--- src/rtl/rtm_add_rd_gen_if.sv ---
// Request/control bundle between the Add-path read generator and its surroundings.
// The dbg_* signals expose the generator's FSM state and credit count for observation.
interface rtm_add_rd_gen_if #(
    parameter int S     = 4,
    parameter int DEPTH = 4096,
    parameter int CRED  = 8
);
    localparam int AW = $clog2(DEPTH);
    localparam int CW = $clog2(CRED + 1);

    logic              start;
    logic [AW-1:0]     base_addr;
    logic [AW:0]       n_rows;
    logic [S-1:0]      en_mask;
    logic              gnt;
    logic              cred_ret;

    // A request transfers on each clock edge where rd_vld_add and gnt are both high;
    // while rd_vld_add is high and gnt is low, rd_addr_add/rd_en_add/rd_last_add hold.
    logic              rd_vld_add;
    logic              rd_last_add;
    logic [S-1:0]      rd_en_add;
    logic [S*AW-1:0]   rd_addr_add;

    logic              busy;
    logic              done;
    logic              err;
    logic [1:0]        dbg_state;
    logic [CW-1:0]     dbg_credits;

    modport master (
        output start, base_addr, n_rows, en_mask, gnt, cred_ret,
        input  rd_vld_add, rd_last_add, rd_en_add, rd_addr_add,
        input  busy, done, err, dbg_state, dbg_credits
    );

    modport slave (
        input  start, base_addr, n_rows, en_mask, gnt, cred_ret,
        output rd_vld_add, rd_last_add, rd_en_add, rd_addr_add,
        output busy, done, err, dbg_state, dbg_credits
    );
endinterface

--- src/rtl/rtm_add_rd_gen.sv ---
// Add-path read-request generator: walks a row range with modulo-DEPTH wrap, holds each
// request until granted, and bounds outstanding reads with a credit counter.
module rtm_add_rd_gen #(
    parameter int S     = 4,
    parameter int DEPTH = 4096,
    parameter int CRED  = 8
) (
    input  logic           clk,
    input  logic           rstn,
    rtm_add_rd_gen_if.slave bus
);
    localparam int AW = $clog2(DEPTH);
    localparam int CW = $clog2(CRED + 1);

    localparam logic [CW-1:0] CRED_FULL = CW'(CRED);
    localparam logic [CW-1:0] CRED_ONE  = CW'(1);
    localparam logic [AW-1:0] ADDR_LAST = AW'(DEPTH - 1);
    localparam logic [AW-1:0] ADDR_ONE  = AW'(1);
    localparam logic [AW:0]   ONE_ROW   = (AW+1)'(1);

    typedef enum logic [1:0] {
        IDLE  = 2'd0,
        RUN   = 2'd1,
        DRAIN = 2'd2
    } state_t;

    state_t          state_q, state_nx;
    logic [AW-1:0]   addr_q, addr_nx;
    logic [AW:0]     rem_q, rem_nx;
    logic [S-1:0]    mask_q, mask_nx;
    logic [CW-1:0]   cred_q, cred_nx;
    logic            err_q, err_nx;
    logic            vld_q, last_q, busy_q, done_q, done_nx;
    logic            issue;

    assign issue = vld_q & bus.gnt;

    // Credit counter: an issue and a return in the same cycle cancel; a return with
    // the counter already full is dropped and flagged.
    always_comb begin
        cred_nx = cred_q;
        err_nx  = err_q;
        if (issue && !bus.cred_ret) begin
            cred_nx = cred_q - CRED_ONE;
        end else if (!issue && bus.cred_ret) begin
            if (cred_q == CRED_FULL) begin
                err_nx = 1'b1;
            end else begin
                cred_nx = cred_q + CRED_ONE;
            end
        end
    end

    always_comb begin
        state_nx = state_q;
        addr_nx  = addr_q;
        rem_nx   = rem_q;
        mask_nx  = mask_q;
        done_nx  = 1'b0;
        unique case (state_q)
            IDLE: begin
                if (bus.start) begin
                    addr_nx  = bus.base_addr;
                    rem_nx   = bus.n_rows;
                    mask_nx  = bus.en_mask;
                    state_nx = (bus.n_rows == '0) ? DRAIN : RUN;
                end
            end
            RUN: begin
                if (issue) begin
                    addr_nx = (addr_q == ADDR_LAST) ? '0 : addr_q + ADDR_ONE;
                    rem_nx  = rem_q - ONE_ROW;
                    if (last_q) begin
                        state_nx = DRAIN;
                    end
                end
            end
            DRAIN: begin
                if (cred_nx == CRED_FULL) begin
                    state_nx = IDLE;
                    done_nx  = 1'b1;
                end
            end
            default: state_nx = IDLE;
        endcase
    end

    // Request flags are computed from next-state values so a request can issue every cycle.
    always_ff @(posedge clk or negedge rstn) begin
        if (!rstn) begin
            state_q <= IDLE;
            addr_q  <= '0;
            rem_q   <= '0;
            mask_q  <= '0;
            cred_q  <= CRED_FULL;
            err_q   <= 1'b0;
            vld_q   <= 1'b0;
            last_q  <= 1'b0;
            busy_q  <= 1'b0;
            done_q  <= 1'b0;
        end else begin
            state_q <= state_nx;
            addr_q  <= addr_nx;
            rem_q   <= rem_nx;
            mask_q  <= mask_nx;
            cred_q  <= cred_nx;
            err_q   <= err_nx;
            vld_q   <= (state_nx == RUN) && (cred_nx != '0);
            last_q  <= (state_nx == RUN) && (rem_nx == ONE_ROW);
            busy_q  <= (state_nx != IDLE);
            done_q  <= done_nx;
        end
    end

    assign bus.rd_vld_add  = vld_q;
    assign bus.rd_last_add = last_q;
    assign bus.rd_en_add   = mask_q;
    assign bus.rd_addr_add = {S{addr_q}};
    assign bus.busy        = busy_q;
    assign bus.done        = done_q;
    assign bus.err         = err_q;
    assign bus.dbg_state   = state_q;
    assign bus.dbg_credits = cred_q;
endmodule

--- src/flat_wrapper.sv ---
// flat-port wrapper written by rule: the top's interface ports become plain ports
module rtm_add_rd_gen_flat 
#(
    parameter int S     = 4,
    parameter int DEPTH = 4096,
    parameter int CRED  = 8
)
  (clk, rstn, bus_start, bus_base_addr, bus_n_rows, bus_en_mask, bus_gnt, bus_cred_ret, bus_rd_vld_add, bus_rd_last_add, bus_rd_en_add, bus_rd_addr_add, bus_busy, bus_done, bus_err, bus_dbg_state, bus_dbg_credits);
  rtm_add_rd_gen_if #(.S(S), .DEPTH(DEPTH), .CRED(CRED)) bus_i ();
  input  logic clk;
  input  logic rstn;
  input wire logic [$bits(bus_i.start)-1:0] bus_start;
  input wire logic [$bits(bus_i.base_addr)-1:0] bus_base_addr;
  input wire logic [$bits(bus_i.n_rows)-1:0] bus_n_rows;
  input wire logic [$bits(bus_i.en_mask)-1:0] bus_en_mask;
  input wire logic [$bits(bus_i.gnt)-1:0] bus_gnt;
  input wire logic [$bits(bus_i.cred_ret)-1:0] bus_cred_ret;
  output wire logic [$bits(bus_i.rd_vld_add)-1:0] bus_rd_vld_add;
  output wire logic [$bits(bus_i.rd_last_add)-1:0] bus_rd_last_add;
  output wire logic [$bits(bus_i.rd_en_add)-1:0] bus_rd_en_add;
  output wire logic [$bits(bus_i.rd_addr_add)-1:0] bus_rd_addr_add;
  output wire logic [$bits(bus_i.busy)-1:0] bus_busy;
  output wire logic [$bits(bus_i.done)-1:0] bus_done;
  output wire logic [$bits(bus_i.err)-1:0] bus_err;
  output wire logic [$bits(bus_i.dbg_state)-1:0] bus_dbg_state;
  output wire logic [$bits(bus_i.dbg_credits)-1:0] bus_dbg_credits;
  assign bus_i.start = bus_start;
  assign bus_i.base_addr = bus_base_addr;
  assign bus_i.n_rows = bus_n_rows;
  assign bus_i.en_mask = bus_en_mask;
  assign bus_i.gnt = bus_gnt;
  assign bus_i.cred_ret = bus_cred_ret;
  assign bus_rd_vld_add = bus_i.rd_vld_add;
  assign bus_rd_last_add = bus_i.rd_last_add;
  assign bus_rd_en_add = bus_i.rd_en_add;
  assign bus_rd_addr_add = bus_i.rd_addr_add;
  assign bus_busy = bus_i.busy;
  assign bus_done = bus_i.done;
  assign bus_err = bus_i.err;
  assign bus_dbg_state = bus_i.dbg_state;
  assign bus_dbg_credits = bus_i.dbg_credits;
  rtm_add_rd_gen #(.S(S), .DEPTH(DEPTH), .CRED(CRED)) u_core (.clk(clk), .rstn(rstn), .bus(bus_i));
endmodule
--- config.mk ---
export PLATFORM = sky130hd
export DESIGN_NAME = rtm_add_rd_gen_flat
export DESIGN_NICKNAME = d
export VERILOG_FILES = /design/src/rtl/rtm_add_rd_gen_if.sv /design/src/rtl/rtm_add_rd_gen.sv /design/src/flat_wrapper.sv
export SDC_FILE = /design/constraint.sdc
export NUM_CORES = 1
export LEC_CHECK = 0
export CAP_MARGIN = 10
export CORE_ASPECT_RATIO = 0.7
export CORE_UTILIZATION = 48
export CTS_CLUSTER_DIAMETER = 50
export DETAILED_ROUTE_END_ITERATION = 12
export GPL_ROUTABILITY_DRIVEN = 0
export HOLD_SLACK_MARGIN = 0.05
export PLACE_DENSITY_LB_ADDON = 0.1
export SLEW_MARGIN = 10
export SYNTH_ARGS = -nofsm -noshare
export SYNTH_HDL_FRONTEND = slang
export SYNTH_SLANG_ARGS = --single-unit
export TNS_END_PERCENT = 20
--- constraint.sdc ---
create_clock -name clk -period 4.05 [get_ports clk]
set_input_delay 0.81 -clock clk [delete_from_list [all_inputs] [get_ports clk]]
set_output_delay 0.81 -clock clk [all_outputs]
set_load 0.005 [all_outputs]
* Word-level counts from Yosys, hierarchy flattened
Cells that the tools add are included.
Storage, ports and cells: memories kept 0, bits in latches 0, bits in writable memories 0, bits in registers 40, input bits 34, word-level logic and storage cells 57, ROM bits 0, output and inout bits 63
Operators by class: mux-type cells 18, add/sub/neg operators 4, $lt $le $gt $ge 0, bitwise logic cells 2, equality and inequality tests 9, shift operators 0, div/mod/pow operators 0, multiply operators 0, reductions and logical operators 14
Operators by type and width (number):
- 12-bit 2-to-1 mux | 3
- 13-bit 2-to-1 mux | 2
- 13-bit one-hot mux with 2 select lines | 1
- 12-bit one-hot mux with 2 select lines | 1
- 13-bit by 1-bit equality test with 1-bit output (second input constant) | 1
- 13-bit logical NOT | 1
- 13-bit by 1-bit subtractor with 13-bit output (second input constant) | 1
- 12-bit by 1-bit adder with 12-bit output (second input constant) | 1
- 12-bit equality test (second input constant) | 1
- 4-bit 2-to-1 mux | 3
- 2-bit 2-to-1 mux | 5
- 4-bit equality test (second input constant) | 2
- 2-bit one-hot mux with 3 select lines | 1
- 3-bit AND reduction | 2
- 4-bit by 1-bit adder with 4-bit output (second input constant) | 1
- 2-bit by 1-bit equality test with 1-bit output (second input constant) | 2
- 1-bit logical AND | 4
- 2-bit nonzero test | 2
- 4-bit nonzero test | 1
- 4-bit by 1-bit subtractor with 4-bit output (second input constant) | 1
- 2-bit equality test (second input constant) | 1
- 1-bit logical NOT | 2
- 2-bit logical NOT | 1
- 1-bit 2-to-1 mux | 2
- 5 further kinds | 5

* Longest topological paths before layout
Gate-level depths: netlist (run 1).
depth after elaboration 10, mapped depth 8, depth with buffers taken out 8

* Worst setup path before layout (run 1)
No wires, ideal clock.
path type input port to flip-flop, start point input port bus_gnt, end point register u_core.last_q, in the netlist u_core.bus.rd_last_add, data required time 3982 ps, setup slack 1695 ps, library setup time 68 ps, arrival 2287 ps, stages on the path 5, buffers on the path 0, cell sequence nand3_1 > or4_4 > a311o_1 > nor4_1 > and4_1
Between the ends: elaborated cells between the ends (all ways) 15, classes of those cells eq/ne: 3; mux: 7; bitwise: 1; reduce/logical: 4
RTL lines:
- from (decl) | RTL line flat_wrapper.sv:16 | input wire logic [$bits(bus_i.gnt)-1:0] bus_gnt;
- 1-bit bitwise AND | RTL line rtm_add_rd_gen.sv:36 | assign issue = vld_q & bus.gnt;
- 13-bit 2-to-1 mux | RTL line rtm_add_rd_gen.sv:70 | if (issue) begin
- 13-bit one-hot mux with 2 select lines | RTL line rtm_add_rd_gen.sv:60 | unique case (state_q)
- via u_core.rem_nx[12] | RTL line rtm_add_rd_gen.sv:29 | logic [AW:0] rem_q, rem_nx;
- 13-bit by 1-bit equality test with 1-bit output | RTL line rtm_add_rd_gen.sv:109 | last_q <= (state_nx == RUN) && (rem_nx == ONE_ROW);
- 1-bit logical AND | RTL line rtm_add_rd_gen.sv:109
- to (signal assigned) | RTL line rtm_add_rd_gen.sv:109
- to (decl) | RTL line rtm_add_rd_gen.sv:33 | logic vld_q, last_q, busy_q, done_q, done_nx;
The timed path passes the listed nets, and every way through them passes these cells. A chain may end at the register's enable or synchronous reset.

* Worst setup path in the final report (run 1)
Ends and elaborated chain as after synthesis.

==> results.toml, run 1 <==
[cells_and_area]
fill_cells = 450
n_antenna_cell = 0
drive_above_1_share = 0.0452
nNetsFinal = 413
areaGrowthSynthToFinish_pct = 31.7

[yosys]
synthCells = 319
synth_xor_area_frac = 0.00664
synth_edf_count = 0
synth_compound_area_frac = 0.213
ys_ff_latch = 40
ys_types = 55
syn-num-nets = 357
synth-seq-area-share = 0.380
ys_warn_count = 0
async_flop_share = 1.00
synth_fa_ha_area_frac = 0.0190
synth_top_family_by_area = "simple AND/OR/NAND/NOR gates"
synthSimpleGateAreaFrac = 0.234
synthesis.area_um2 = 2640
synth_ff_type = "dfrtp_1"
yosysTopAreaCell = "dfrtp_1"
yosys.cell_count.top_type = "dfrtp_1"
synthMuxAreaShare = 0.00759
synth_area_per_cell_um2 = 8.27
synthTopCellsByCount = "dfrtp_1 (39), nand2_1 (37), buf_4 (36)"
synth_area_leaders = "dfrtp_1 (37%), buf_4 (10%), a21oi_1 (5.3%)"
synth_top_area_frac = 0.370

[critical_path]
r2r_slack_ns = 1.28
reg2regPathDepth = 4
crit_end = "u_core.bus.rd_last_add$_DFF_PN0_"
crit_path_frequent_cell = "nor4_1"
reg2reg_from = "u_core.bus.dbg_state[0]$_DFF_PN0_"
timing.critical_path.arrival_ns = 3.25
cp_cell_sequence = "clkdlybuf4s50_1 > or4bb_1 > nor4_1 > mux2i_1 > a21oi_1 > nor4_1 > and4_1"
startpoint = "bus_gnt"
start_kind = "input port"
slowest_stage = "clkdlybuf4s50_1"
max_stage_delay_ns = 0.58
cp_max_fo = 7
endpoint_kind = "register"
criticalPathCategory = "input port to register"
required_ns = 4.29
rr_endpoint = "u_core.addr_q[9]$_DFFE_PN0P_"

[sta]
setup_tns_ns = 0
setup_violations = 0
rsz0062_at_grt = "no"
slew_violations = 0
worst_slew_pin_slew_ns = 0.904
fmax_mhz = 332
skew_ns = 0.00482
relSlewSlack = 0.394
hold_viol = 0
finalCritPeriodShare = 0.743
period_minus_slack_ns = 3.01

[global_routing]
antenna_found_initial = 0
grt_max_degree = 41
grt-ovfl-total = 0
track_usage = 0.263
grt_pass1_vias = 2367
grt_first_pass_wirelength_um = 11900

[clock_network]
cts_tree = "built"
ctsHoldBuffers = 0
clk_pin_slew_ns = 0.08
clock-sinks = 40
worst_skew_pair.late_latency_ns = 0.30
cts_resized = 0
h-tree-depth = 2
post_cts_buffers = 0
cts_root_buf = "clkbuf_8"
cts.path.max_buffers = 2
cts_made_buffers = 5

[run]
max_cap_violations = 0

[detailed_routing]
drc = 0
routed_wl_um = 7290
vias_per_cell = 5.79
first_pass_iters = 4
wl_per_cell_um = 16.3
ant_nets = 0
drt-initial-drc-count = 232
num_vias = 2596

[pwr]
p_sw_mw = 0.883
seqPwrFrac = 0.358
switching_share = 0.386
power.leakage_nw = 1.38
pwr-share-comb = 0.518
power.total_mw = 2.29
internal_power_mw = 1.40
clockPowerShare = 0.124
p_per_area_nw_per_um2 = 658
vdd_drop_max_uv = 337

[die]
rows = 22
die_h_um = 64.0
core_area_um2 = 5260
die_area_um2 = 5800
start_util = 0.502
ios = 97
die_x_um = 90.6

[place]
io_buffers = 96
dpl.hpwl_um = 5230

[worst_hold_path]
min_from = "u_core.bus.err$_DFFE_PN0P_"
hp-class = "register to register"

[outcome]
status = "complete, no violations"
## cells in the final DEF (no fill, tap or decap), types with 4 or more instances in the layout
cell type / instances
a21oi_1: 28
o211ai_1: 4
inv_1: 10
clkbuf_8: 6
o21ai_0: 13
clkdlybuf4s50_1: 95
nor2_1: 20
nand2_1: 37
o22ai_1: 6
nor4_1: 13
nor3_1: 9
ha_1: 4
nand3_1: 11
o21ai_1: 9
dfrtp_1: 39
## worst max-delay path: cells and delay by family
kind / cells / cell delay (ns)
muxes: 1 / 0.24
buffers and inverters: 1 / 0.58
AOI/OAI and AO/OA: 1 / 0.11
and+or+nand+nor: 4 / 1.52
## sequential cells by signal, indices dropped and copies added, names as in the netlist
| signal | count |
|---|---|
| u_core.bus.err | 1 |
| u_core.bus.rd_last_add | 1 |
| u_core.bus.dbg_state | 2 |
| u_core.addr_q | 12 |
| u_core.bus.dbg_credits | 4 |
| u_core.rem_q | 13 |
| u_core.bus.done | 1 |
| u_core.bus.rd_vld_add | 1 |
| u_core.bus.rd_en_add | 4 |
| u_core.bus.busy | 1 |
## power by group through the flow
| stage | registers, mW | clock network [mW] | logic (mW) |
|---|---|---|---|
| 6_report | 0.818 | 0.284 | 1.18 |
| 5_1_grt | 0.856 | 0.304 | 1.30 |
| 4_1_cts | 0.816 | 0.288 | 1.19 |
| 3_5_place_dp | 0.824 | 0 | 1.17 |
| 3_3_place_gp | 0.817 | 0 | 1.16 |
| 2_1_floorplan | 0.765 | 0 | 0.735 |
## stage by stage
step / utilization / cell area [um^2] / std cells / hold slack (ns) / setup WS, ns
6_report: 0.661 / 3470 / 448 / 0.484 / 1.04
2_1_floorplan: - / 2640 / 319 / 0.466 / 1.70
4_1_cts: 0.661 / 3470 / 448 / 0.484 / 1.09
3_3_place_gp: 0.643 / 3380 / 440 / 0.457 / 0.827
3_5_place_dp: 0.643 / 3380 / 440 / 0.461 / 0.762
5_1_grt: 0.661 / 3470 / 448 / 0.505 / 0.899
## routing by layer
metal,routed length (um),part of all wire,global-route usage
met4,118,0.016,0.111
met5,0,0,0
met3,480,0.066,0.0548
met1,3520,0.48,0.374
met2,3170,0.44,0.386
## layout make-up
class | instances | area [um^2] | share of cell area
flip-flops and latches | 40 | 1000 | 0.288
well taps | 72 | 90.1 | 0.0259
inverters | 12 | 45.0 | 0.0130
clock inverters | 2 | 10.0 | 0.00288
clock buffers | 6 | 82.6 | 0.0238
multi-input cells | 217 | 1270 | 0.364
repair buffers | 99 | 978 | 0.282
## cell families (layout without fill, tap and decap cells)
logic type | count (synthesis) | in the layout
flops | 40 | 40
fa+ha+maj | 4 | 4
compound gates | 88 | 88
mux | 2 | 2
simple gates | 121 | 121
buf+inv | 62 | 119
xor+xnor | 2 | 2
## how the worst min path moves through the flow
stage	depth (start not counted)	slack (ns)	end
finish	1	0.48	u_core.bus.err$_DFFE_PN0P_
global route	1	0.50	u_core.bus.err$_DFFE_PN0P_
CTS	1	0.48	u_core.bus.err$_DFFE_PN0P_
detailed placement	1	0.46	u_core.bus.err$_DFFE_PN0P_
global placement	1	0.46	u_core.bus.err$_DFFE_PN0P_
floorplan	1	0.47	u_core.bus.err$_DFFE_PN0P_
Power figures use the tool's default switching activity.
==> inputs of run 2 (changes only) <==
--- a/config.mk
+++ b/config.mk
@@ -7,7 +7,7 @@
 export LEC_CHECK = 0
 export CAP_MARGIN = 10
 export CORE_ASPECT_RATIO = 0.7
-export CORE_UTILIZATION = 48
+export CORE_UTILIZATION = 41
 export CTS_CLUSTER_DIAMETER = 50
 export DETAILED_ROUTE_END_ITERATION = 12
 export GPL_ROUTABILITY_DRIVEN = 0
==> constraint.sdc (replaced) <==
create_clock -name clk -period 2.6 [get_ports clk]
set_input_delay 0.52 -clock clk [delete_from_list [all_inputs] [get_ports clk]]
set_output_delay 0.52 -clock clk [all_outputs]
set_load 0.005 [all_outputs]
==> run 2 against run 1 <==
Compared with the run above: the flow now finishes with violations (DRC); largest cell class unchanged; sequential power rose by 53%; hold slack worse by 0.13 ns; via count about the same; highest routed layer unchanged; critical endpoint unchanged; power up 61%; global-route usage is 4.1 points lower; cell area grew 3.9%.
==> results.toml, run 2 (synthesis results as in run 1) <==
[clock_network]
cts_made_buffers = 5
cts_tree = "built"
cts.path.max_buffers = 2
cts_root_buf = "clkbuf_8"
worst_skew_pair.late_latency_ns = 0.30
clk_pin_slew_ns = 0.08
h-tree-depth = 2
clock-sinks = 40

[pwr]
p_per_area_nw_per_um2 = 1020
vdd_drop_max_uv = 428
clockPowerShare = 0.138
p_sw_mw = 1.36
seqPwrFrac = 0.338
internal_power_mw = 2.33
switching_share = 0.369
pwr-share-comb = 0.524
power.leakage_nw = 1.47

[detailed_routing]
first_pass_iters = 8
num_vias = 2598
vias_per_cell = 5.55
drt-initial-drc-count = 183
routed_wl_um = 7190
ant_nets = 0
wl_per_cell_um = 15.4
drc = 6

[die]
start_util = 0.424
rows = 24
die_x_um = 97.9
die_area_um2 = 6760
die_h_um = 69.1
ios = 97
core_area_um2 = 6220

[critical_path]
required_ns = 2.84
endpoint_kind = "register"
slowest_stage = "or4_1"
startpoint = "u_core.rem_q[5]$_DFF_PN0_"
cp_cell_sequence = "or4_1 > or4_4 > a311o_1 > nor4_1 > and4_1"
start_kind = "register"
reg2reg_from = "u_core.rem_q[5]$_DFF_PN0_"
max_stage_delay_ns = 0.57
cp_max_fo = 3
timing.critical_path.arrival_ns = 2.63
criticalPathCategory = "register to register"

[sta]
relSlewSlack = 0.387
skew_ns = 0.0131
worst_slew_pin_slew_ns = 0.920
slew_violations = 0
period_minus_slack_ns = 2.39
setup_violations = 0
setup_tns_ns = 0
finalCritPeriodShare = 0.919
hold_viol = 0
rsz0062_at_grt = "no"
fmax_mhz = 419

[global_routing]
grt_use_met2 = 0.311
track_usage = 0.221
grt_pass1_vias = 2350
use_met3 = 0.0365
grt_max_degree = 41
grt-ovfl-total = 0
grt_first_pass_wirelength_um = 11800
antenna_found_initial = 0
busiest_layer = "met1"
use_met1 = 0.343

[cells_and_area]
largest_reg_flops = 13
areaGrowthSynthToFinish_pct = 36.8
final_util = 0.581
mostFrequentLayoutCells = "clkdlybuf4s50_1 (94), dfrtp_1 (39), nand2_1 (37)"
reg.largest.list = "u_core.rem_q (13), u_core.addr_q (12)"
n_antenna_cell = 0
nNetsFinal = 427
top_register = "u_core.rem_q"
final_common_cell = "clkdlybuf4s50_1"
drive_above_1_share = 0.0795

[place]
io_buffers = 96
dpl.hpwl_um = 5350

[run]
max_cap_violations = 0

[outcome]
status = "finished, violations left"
violations = "DRC"

[worst_hold_path]
hp-class = "input port to async pin"
run 2: area by class of cell:
cell class / count / area, um^2
flip-flops and latches: 40 / 1000
clock buffers: 6 / 72.6
fillers: 555 / 2610
well taps: 78 / 97.6
repair buffers: 113 / 1090
multi-input cells: 217 / 1270
clock inverters: 2 / 35.0
inverters: 12 / 45.0
run 2: critical path, delay by kind of cell, from the launching register on:
kind	cells	cell delay (ns)
DFF	1	0.39
AOI/OAI and AO/OA	1	0.39
and+or+nand+nor	4	1.54
run 2: power by group through the flow:
| stage | Clock (mW) | Sequential [mW] | Combinational [mW] |
|---|---|---|---|
| finish | 0.509 | 1.25 | 1.93 |
| global route | 0.543 | 1.31 | 2.10 |
| CTS | 0.520 | 1.24 | 1.93 |
| detailed placement | 0 | 1.25 | 1.92 |
| global placement | 0 | 1.25 | 1.91 |
| floorplan | 0 | 1.19 | 1.14 |
run 2: worst paths after layout:
| path | end | slack, ns | cells after the start |
|---|---|---|---|
| max | u_core.bus.rd_last_add$_DFF_PN0_ | 0.21 | 5 |
| min | u_core.bus.rd_en_add[1]$_DFFE_PN0P_ | 0.36 | 1 |
| max reg2reg | u_core.bus.rd_last_add$_DFF_PN0_ | 0.21 | 5 |
| min reg2reg | u_core.bus.rd_en_add[2]$_DFFE_PN0P_ | 0.47 | 2 |
| max in group asynchronous | u_core.bus.dbg_credits[1]$_DFF_PN0_ | 1.67 | 1 |
| min in group clk | u_core.bus.rd_en_add[2]$_DFFE_PN0P_ | 0.47 | 2 |
run 2: metal layers:
layer / part of all wire / up-vias
li1: - / 1275
met4: 0.0071 / 0
met5: 0 / -
met1: 0.50 / 1228
met2: 0.43 / 90
met3: 0.065 / 5
run 2: stage by stage:
| step | total power [mW] | hold slack, ns | worst slack, ns | area (um^2) | instances |
|---|---|---|---|---|---|
| floorplan | 2.34 | 0.224 | 0.257 | 2640 | 319 |
| detailed placement | 3.17 | 0.456 | -0.225 | 3490 | 460 |
| global placement | 3.16 | 0.455 | -0.155 | 3490 | 460 |
| finish | 3.68 | 0.358 | 0.211 | 3610 | 468 |
| global route | 3.96 | 0.424 | 0.0865 | 3610 | 468 |
| CTS | 3.69 | 0.383 | 0.101 | 3600 | 468 |
run 2: timing repair:
| item | 4_1_cts | 5_1_grt |
|---|---|---|
| resized for setup | 0 | 2 |
| endpoints found under the setup margin | 0 | 1 |
| buffers inserted | 0 | 0 |
| hold buffers | 0 | 0 |
==> inputs of run 3 (changes only) <==
--- a/config.mk
+++ b/config.mk
@@ -7,6 +7,7 @@
 export LEC_CHECK = 0
 export CAP_MARGIN = 10
 export CORE_ASPECT_RATIO = 0.7
+export CORE_MARGIN = 8
 export CORE_UTILIZATION = 41
 export CTS_CLUSTER_DIAMETER = 50
 export DETAILED_ROUTE_END_ITERATION = 12
==> run 3 against run 2 <==
Compared with the run above: the flow now finishes without violations; critical path depth rose by 2; via count increased by 1.8%; hold slack got worse by 0.0083 ns; sequential share of layout area down 0.60 points; largest cell class unchanged; largest power group unchanged.
==> results.toml, run 3 (synthesis results as in run 1) <==
[detailed_routing]
wl_per_cell_um = 17.0
num_vias = 2645
first_pass_iters = 4
vias_per_cell = 5.58
routed_wl_um = 8060
drt-initial-drc-count = 177
ant_nets = 0
drc = 0

[sta]
skew_ns = 0.0107
slew_violations = 0
finalCritPeriodShare = 0.967
setup_violations = 0
worst_slew_pin_slew_ns = 0.908
fmax_mhz = 398
period_minus_slack_ns = 2.51
relSlewSlack = 0.395
hold_viol = 0
rsz0062_at_grt = "no"

[critical_path]
reg2regPathDepth = 5
cp_max_fo = 3
required_ns = 2.84
criticalPathCategory = "input port to register"
timing.critical_path.arrival_ns = 2.75
start_kind = "input port"
endpoint_kind = "register"

[die]
die_h_um = 83.1
die_area_um2 = 9300
rows = 24
core_area_um2 = 6220
start_util = 0.424
die_x_um = 112
ios = 97

[cells_and_area]
reg.largest.list = "u_core.rem_q (13), u_core.addr_q (12)"
final_common_cell = "clkdlybuf4s50_1"
n_antenna_cell = 0
design_area_um2 = 3690
drive_above_1_share = 0.0985
largest_reg_flops = 13
top_register = "u_core.rem_q"
nNetsFinal = 434
mostFrequentLayoutCells = "clkdlybuf4s50_1 (95), dfrtp_1 (39), nand2_1 (37)"
final_util = 0.593
areaGrowthSynthToFinish_pct = 39.8

[pwr]
vdd_drop_max_uv = 571
power.leakage_nw = 1.50
p_per_area_nw_per_um2 = 1050

[clock_network]
cts_root_buf = "clkbuf_8"
clk_pin_slew_ns = 0.08
h-tree-depth = 2
cts_tree = "built"
worst_skew_pair.late_latency_ns = 0.29
post_cts_buffers = 0
cts.path.max_buffers = 2
clock-sinks = 40
cts_made_buffers = 5

[global_routing]
grt_max_degree = 41
track_usage = 0.176
grt-ovfl-total = 0
grt_pass1_vias = 2646
antenna_found_initial = 0
grt_first_pass_wirelength_um = 13500

[place]
dpl.hpwl_um = 6250
io_buffers = 96
placed_cell_area_um2 = 3550

[run]
max_cap_violations = 0

[worst_hold_path]
hp-class = "input port to async pin"

[outcome]
status = "complete, no violations"
-- run 3: cell types whose count changed in the layout (fill, tap and decap cells not counted), sizes merged --
cell,delta
buf,+7
bufinv,+1
clkbuf,-1
clkdlybuf4s50,+1
clkinv,-1
dlymetal6s2s,-1
-- run 3: repair_timing --
item / in CTS / in global routing
setup endpoints to repair: 0 / 1
hold buffers: 0 / 0
resized for setup: 0 / 2
-- run 3: metrics by stage --
step                power [mW]  setup WS (ns)  hold WS (ns)  TNS [ns]  instances
floorplan                 2.34          0.257         0.224         0        319
CTS                       3.88          0.113         0.389         0        474
finish                    3.87         0.0859         0.349         0        474
detailed placement        3.27         -0.215         0.458    -0.293        467
global placement          3.25         -0.102         0.459    -0.102        467
global route              4.19         0.0114         0.418         0        474
-- run 3: area by class of cell --
class | count | area [um^2]
sequential | 40 | 1000
inverter | 12 | 45.0
clock inverter | 2 | 60.1
timing repair buffer | 120 | 1140
tap | 78 | 97.6
clock buffer | 5 | 68.8
fill | 563 | 2530
multi-input combinational | 217 | 1280
-- run 3: worst paths after layout --
check	start	end	slack, ns
max	bus_gnt	u_core.bus.rd_last_add$_DFF_PN0_	0.09
min	rstn	u_core.bus.rd_vld_add$_DFF_PN0_	0.35
max reg2reg	u_core.rem_q[7]$_DFF_PN0_	u_core.bus.rd_last_add$_DFF_PN0_	0.18
min reg2reg	u_core.bus.err$_DFFE_PN0P_	u_core.bus.err$_DFFE_PN0P_	0.48
max in group asynchronous	rstn	u_core.addr_q[4]$_DFFE_PN0P_	1.67
min in group clk	u_core.bus.err$_DFFE_PN0P_	u_core.bus.err$_DFFE_PN0P_	0.48
-- run 3: worst max-delay path, cell delays in order --
cell	delay, ns
clkdlybuf4s50_1	0.53
or4bb_1	0.59
nor3_1	0.16
o21ai_0	0.10
a221o_1	0.33
nor4_2	0.30
and4_1	0.21
-- run 3: report_power, final --
part | internal (mW) | total, mW | switching (mW)
clock | 0.378 | 0.596 | 0.218
sequential | 0.874 | 1.25 | 0.379
combinational | 1.20 | 2.02 | 0.821
-- run 3: layer usage --
| layer | wire (um) | global-route usage |
|---|---|---|
| met1 | 3760 | 0.243 |
| met2 | 3300 | 0.245 |
| met3 | 917 | 0.0723 |
| met4 | 86 | 0.0445 |
| met5 | 0 | 0 |
